===== src/rtl/pipe_reg_chain.sv =====
// Elastic register chain: DEPTH valid/data stages with bubble collapse,
// global stall, synchronous flush and an occupancy count.
module pipe_reg_chain #(
  parameter int unsigned        DATA_W     = 32,
  parameter int unsigned        DEPTH      = 3,
  parameter logic [DATA_W-1:0]  PRESET_VAL = '0
) (
  input  logic                         clk,
  input  logic                         arst,
  input  logic                         en,
  input  logic                         flush,
  input  logic                         in_valid,
  input  logic [DATA_W-1:0]            in_data,
  output logic                         in_ready,
  output logic                         out_valid,
  output logic [DATA_W-1:0]            out_data,
  input  logic                         out_ready,
  output logic [$clog2(DEPTH+1)-1:0]   count,
  output logic                         full,
  output logic                         empty
);

  localparam int unsigned CNT_W = $clog2(DEPTH + 1);
  localparam int unsigned LAST  = DEPTH - 1;

  logic [DATA_W-1:0] d_q [DEPTH];
  logic [DEPTH-1:0]  v_q;
  logic [DEPTH-1:0]  adv;
  logic [CNT_W-1:0]  cnt_q;
  logic              run;
  logic              in_xfer;
  logic              out_xfer;

  // A stage may advance if any stage at or downstream of it is empty, or the sink drains.
  for (genvar k = 0; k < DEPTH; k++) begin : g_adv
    assign adv[k] = out_ready | ~(&v_q[LAST:k]);
  end

  assign run       = en & ~flush;
  assign in_ready  = run & adv[0];
  assign out_valid = run & v_q[LAST];
  assign out_data  = d_q[LAST];
  assign in_xfer   = in_valid & in_ready;
  assign out_xfer  = out_valid & out_ready;

  // Stage data/valid registers.
  always_ff @(posedge clk or posedge arst) begin
    if (arst) begin
      for (int k = 0; k < int'(DEPTH); k++) d_q[k] <= PRESET_VAL;
      v_q <= '0;
    end else if (flush) begin
      for (int k = 0; k < int'(DEPTH); k++) d_q[k] <= PRESET_VAL;
      v_q <= '0;
    end else if (en) begin
      if (adv[0]) begin
        d_q[0] <= in_data;
        v_q[0] <= in_xfer;
      end
      for (int k = 1; k < int'(DEPTH); k++) begin
        if (adv[k]) begin
          d_q[k] <= d_q[k-1];
          v_q[k] <= v_q[k-1];
        end
      end
    end
  end

  // Occupancy tracks accepted minus delivered items.
  always_ff @(posedge clk or posedge arst) begin
    if (arst) begin
      cnt_q <= '0;
    end else if (flush) begin
      cnt_q <= '0;
    end else begin
      cnt_q <= cnt_q + CNT_W'(in_xfer) - CNT_W'(out_xfer);
    end
  end

  assign count = cnt_q;
  assign full  = (cnt_q == CNT_W'(DEPTH));
  assign empty = (cnt_q == '0);

endmodule


===== config.mk =====
export PLATFORM = sky130hd
export DESIGN_NAME = pipe_reg_chain
export DESIGN_NICKNAME = d
export VERILOG_FILES = /design/src/rtl/pipe_reg_chain.sv
export SDC_FILE = /design/constraint.sdc
export NUM_CORES = 1
export LEC_CHECK = 0
export ABC_AREA = 1
export ABC_CLOCK_PERIOD_IN_PS = 7500
export CAP_MARGIN = 40
export CORE_MARGIN = 1
export CORE_UTILIZATION = 54
export CTS_BUF_LIST = sky130_fd_sc_hd__clkbuf_4
export DETAILED_ROUTE_END_ITERATION = 16
export PLACE_DENSITY = 0.77
export SLEW_MARGIN = 20
export SYNTH_ARGS = -nofsm -noshare
export SYNTH_HDL_FRONTEND = slang
export SYNTH_SLANG_ARGS = --single-unit

===== constraint.sdc =====
create_clock -name clk -period 7.5 [get_ports clk]
set_input_delay 0.75 -clock clk [delete_from_list [all_inputs] [get_ports clk]]
set_output_delay 0.75 -clock clk [all_outputs]
set_load 0.03 [all_outputs]

## Yosys cells after proc, flatten, opt, wreduce, memory -nomap -nowiden

Cells that the tools add are included.
Widths: inputs -> output; s select.

- Order comparisons: 0
- Bitwise gates (word level): 12
- Add/sub/neg operators: 2
- Multipliers: 0
- Muxes and demuxes: 11
- Shift operators: 0
- Reduce and logical (&&, ||, !) cells: 10
- Equality and inequality tests: 1
- Div/mod/pow operators: 0

Operator list:

| operator | count |
|---|---|
| $mux 96 | 2 |
| $mux 32 | 3 |
| $reduce_and 2->1 | 4 |
| $reduce_bool 2->1 | 4 |
| $mux 3 | 2 |
| $and 1x1->1 | 5 |
| $not 1->1 | 4 |
| $mux 1 | 3 |
| $or 1x1->1 | 3 |
| $reduce_and 3->1 | 1 |
| $add 2x1->2 | 1 |
| $eq 2x2->1 const B | 1 |
| $logic_not 2->1 | 1 |
| $mux 2 | 1 |
| $sub 2x1->2 | 1 |

- Memories kept: 0
- Register bits: 101
- Memory bits (writable): 0
- Logic and storage cells: 43
- Bits in latches: 0
- ROM bits: 0
- Output and inout bits: 38

## Longest topological paths before layout

- Word-level depth: 8
- Depth in mapped cells: 10
- Gate-level depth less buffers: 10

## Least setup slack after synthesis

OpenSTA, ideal clock, no wires.

- Path type: input-to-output
- From: input out_ready
- To: output in_ready
- Setup slack: 5.226 ns
- Arrival: 1.524 ns
- Stages: 5
- Path buffers: 1
- Required time: 6.750 ns
- Cell sequence: nor2_2 > nand2_2 > nand2_2 > buf_6 > nor2_1

- Cells in the longest elaborated chain, start to end: 2

Ends and longest elaborated chain:

| what | line | source |
|---|---|---|
| start, declared | 17 | `input logic out_ready,` |
| $or 1x1->1 | 36 | `assign adv[k] = out_ready \| ~(&v_q[LAST:k]);` |
| $and 1x1->1 | 40 | `assign in_ready = run & adv[0];` |
| end, declared | 14 | `output logic in_ready,` |

Every way passes these cells.

## Worst setup path after layout

Ends and elaborated chain as after synthesis.

==> metrics.csv <==
stage,metric,value,unit
min_path,min-delay src,d_q[39]$_DFFE_PP0P_,
detailed_routing,Top Metal Used,met4,
setup_path,Setup crit start,out_ready,
synthesis,Cells after Synth,497,
global_routing,GRT Overall Usage,22.4,%
place,GPL Wtd Cong,0.775,
clock_tree,Post-CTS Setup Bufs,0,
synthesis,XOR/XNOR share of the synthesized area,0,%
synthesis,largest family of logic cells by synthesized area,simple AND/OR/NAND/NOR gates,
synthesis,post-synthesis mux area share,0,%
sta,WHS,486,ps
layout,"most common cell after layout, fill and taps aside",nand2_1,
clock_tree,Root Buffer,clkbuf_4,
synthesis,"EDFF count, synth",0,
sta,"Hold Violations, Final",0,
setup_path,crit-path cells,clkdlybuf4s50_1 -> nor2_2 -> nand2_2 -> nand2_2 -> nor2_1 -> clkdlybuf4s50_1,
power_and_ir_drop,leakage power,2.69,nW
sta,final setup margin,3470,ps
setup_path,crit-path leading delay family,simple AND/OR/NAND/NOR gates,
detailed_routing,final antenna-violating net count,0,
global_routing,global-route wire length before repair,15.1,mm
sta,relative slew slack,56.9,%
setup_path,crit path kind,in2out,
detailed_routing,overall routed net length,8.89,mm
detailed_routing,drt initial violations,238,
layout,"Net count, final",563,
clock_tree,Num Clock Sinks,101,
synthesis,Syn Area/Cell,8.97,um^2
setup_path,CP max-delay cell,clkdlybuf4s50_1,
synthesis,fraction of registers with async set/reset,100,%
synthesis,Synth Area in Compound Gates,0.701,%
floorplanning,core area,0.00785,mm^2
setup_path,CP Launch Type,input port,
global_routing,grt total ovfl,0,
detailed_routing,WL met3,384,um
clock_tree,cts hold-fix bufs,0,
global_routing,vias in the first global route,3067,
floorplanning,IO Pins,76,
setup_path,Crit path arrival time,3280,ps
synthesis,simple-gate portion of the synthesized area,31.2,%
floorplanning,Die ar.,0.00863,mm^2
clock_tree,clock-pin slew on the worst setup and hold paths,150,ps
synthesis,Mapped Nets,537,
synthesis,Post-Synth Adder-Cell Area,0.561,%
sta,setup TNS,0,ps
synthesis,#FFs+latches synth,101,
place,DP Worst Slack,3470,ps
floorplanning,Die W,92.9,um
sta,final setup fails,0,
setup_path,max incr delay on CP,690,ps
sta,"Slew Viols, Final",0,
detailed_routing,DRC viols,0,
floorplanning,die height,92.9,um
synthesis,dominant register cell in the synthesized netlist,dfrtp_1,
setup_path,crit path buf inv count,2,
power_and_ir_drop,"Power, Total",0.000993,W
power_and_ir_drop,worst vdd ir,0.0821,mV
synthesis,Yosys Warn Count,0,
setup_path,Worst R2R Start,v_q[2]$_DFFE_PP0P_,
power_and_ir_drop,Pwr per Cell Area,193,mW/mm^2
place,port bufs,75,
setup_path,"Max FO, Critical Path",34,
detailed_routing,met1 WL,4.48,mm
global_routing,initial antenna violation count,0,
layout,"Core Util, Final",65.5,%
clock_tree,post-cts sizing count,0,
clock_tree,Num CTS Buffers,9,
detailed_routing,vias per std cell,5.35,
sta,Tcrit/Tclk final,53.8,%
clock_tree,clock insertion delay at the later pin of the skew report,440,ps
global_routing,largest net degree at the start of global routing,66,
detailed_routing,post-DR wirelength/cell,14.1,um
status,status,"finished, final reports clean",
layout,most frequent cells in the layout,"nand2_1, nand3_1, dfrtp_1",
detailed_routing,via count,3372,
detailed_routing,met2 routed WL,3.88,mm
clock_tree,H-tree levels,3,
sta,RSZ-0062 raised after global routing,false,
clock_tree,CTS tree,done,
synthesis,synthesized area,0.00446,mm^2
detailed_routing,Pre-antenna DRT Iters,5,
sta,worst-margin pin slew,644,ps
layout,share of cells above drive strength 1,6.63,%
sta,crit path time final,4030,ps
layout,# diodes,0,
min_path,Hold Path Class,reg2reg,
sta,clk_skew,10.4,ps
sta,fmax,0.248,GHz
synthesis,Yosys cell types,19,
setup_path,crit end category,output port,
synthesis,register area share after synthesis,56.7,%
floorplanning,Initial Util,56.8,%
place,hpwl dp,5.67,mm
flow_run,Max-Cap Viols,0,
layout,area grow syn2layout,15.3,%
floorplanning,Rows,32,
setup_path,CP required,6750,ps
clock_tree,deepest clock path buffer count,2,
==> worst min-delay path: stages (launching register included) <==
cell and delay [ps]:
dfrtp_1 370, nand2_1 50, nand2_1 40
==> state kept, by name, summed over array words and instances, names as in the netlist <==
register	flops
v_q	3
count	2
d_q	64
out_data	32
==> kinds of logic after synthesis <==
kind of cell,Yosys count
and+or+nand+nor,315
AOI/OAI and AO/OA,4
DFF,101
adders and majority gates,2
buffers and inverters,75
==> final timing paths <==
| kind | to | slack [ps] | depth (start not counted) |
|---|---|---|---|
| setup / recovery | in_ready | 3470 | 6 |
| hold / removal | out_data[7]$_DFFE_PP0P_ | 490 | 2 |
| setup reg to reg | count[1]$_DFF_PP0_ | 5460 | 10 |
| hold reg to reg | out_data[7]$_DFFE_PP0P_ | 490 | 2 |
| max in group asynchronous | d_q[62]$_DFFE_PP0P_ | 6020 | 4 |
| min in group asynchronous | out_data[5]$_DFFE_PP0P_ | 650 | 2 |
==> cell usage after synthesis, types with 2 or more instances <==
cell type / instances / area [um^2]
buf_2: 13 / 65.1
buf_4: 48 / 360
clkbuf_1: 3 / 11.3
dfrtp_1: 101 / 2530
ha_1: 2 / 25.0
inv_1: 7 / 26.3
inv_2: 3 / 11.3
nand2_1: 153 / 574
nand2_2: 4 / 25.0
nand3_1: 147 / 736
nor2_1: 5 / 18.8
nor2_2: 3 / 18.8
o21ai_0: 2 / 10.0
==> area by class of cell <==
class | count | area (um^2)
clock buffers | 9 | 67.6
clock inverters | 7 | 98.8
fillers | 663 | 2710
inverters | 10 | 40.0
multi-input cells | 321 | 1450
flip-flops and latches | 101 | 2530
well taps | 102 | 128
repair buffers | 80 | 828
==> layer usage <==
layer | vias up | track usage, %
met2 | 87 | 31.3
met5 | - | 0
met1 | 1618 | 35.7
met4 | 0 | 8.08
li1 | 1656 | -
met3 | 11 | 2.79
==> stage by stage <==
stage	std cells	instance area [um^2]
floorplan	497	4460
global placement	612	4920
detailed placement	612	4920
CTS	628	5090
global route	630	5140
finish	630	5140
==> power breakdown <==
| group | switching (W) | internal [W] |
|---|---|---|
| sequential | 0.0000115 | 0.000563 |
| combinational | 0.0000595 | 0.0000396 |
| clock | 0.000182 | 0.000137 |
| total | 0.000253 | 0.000740 |
(Power assumes the default switching activity.)
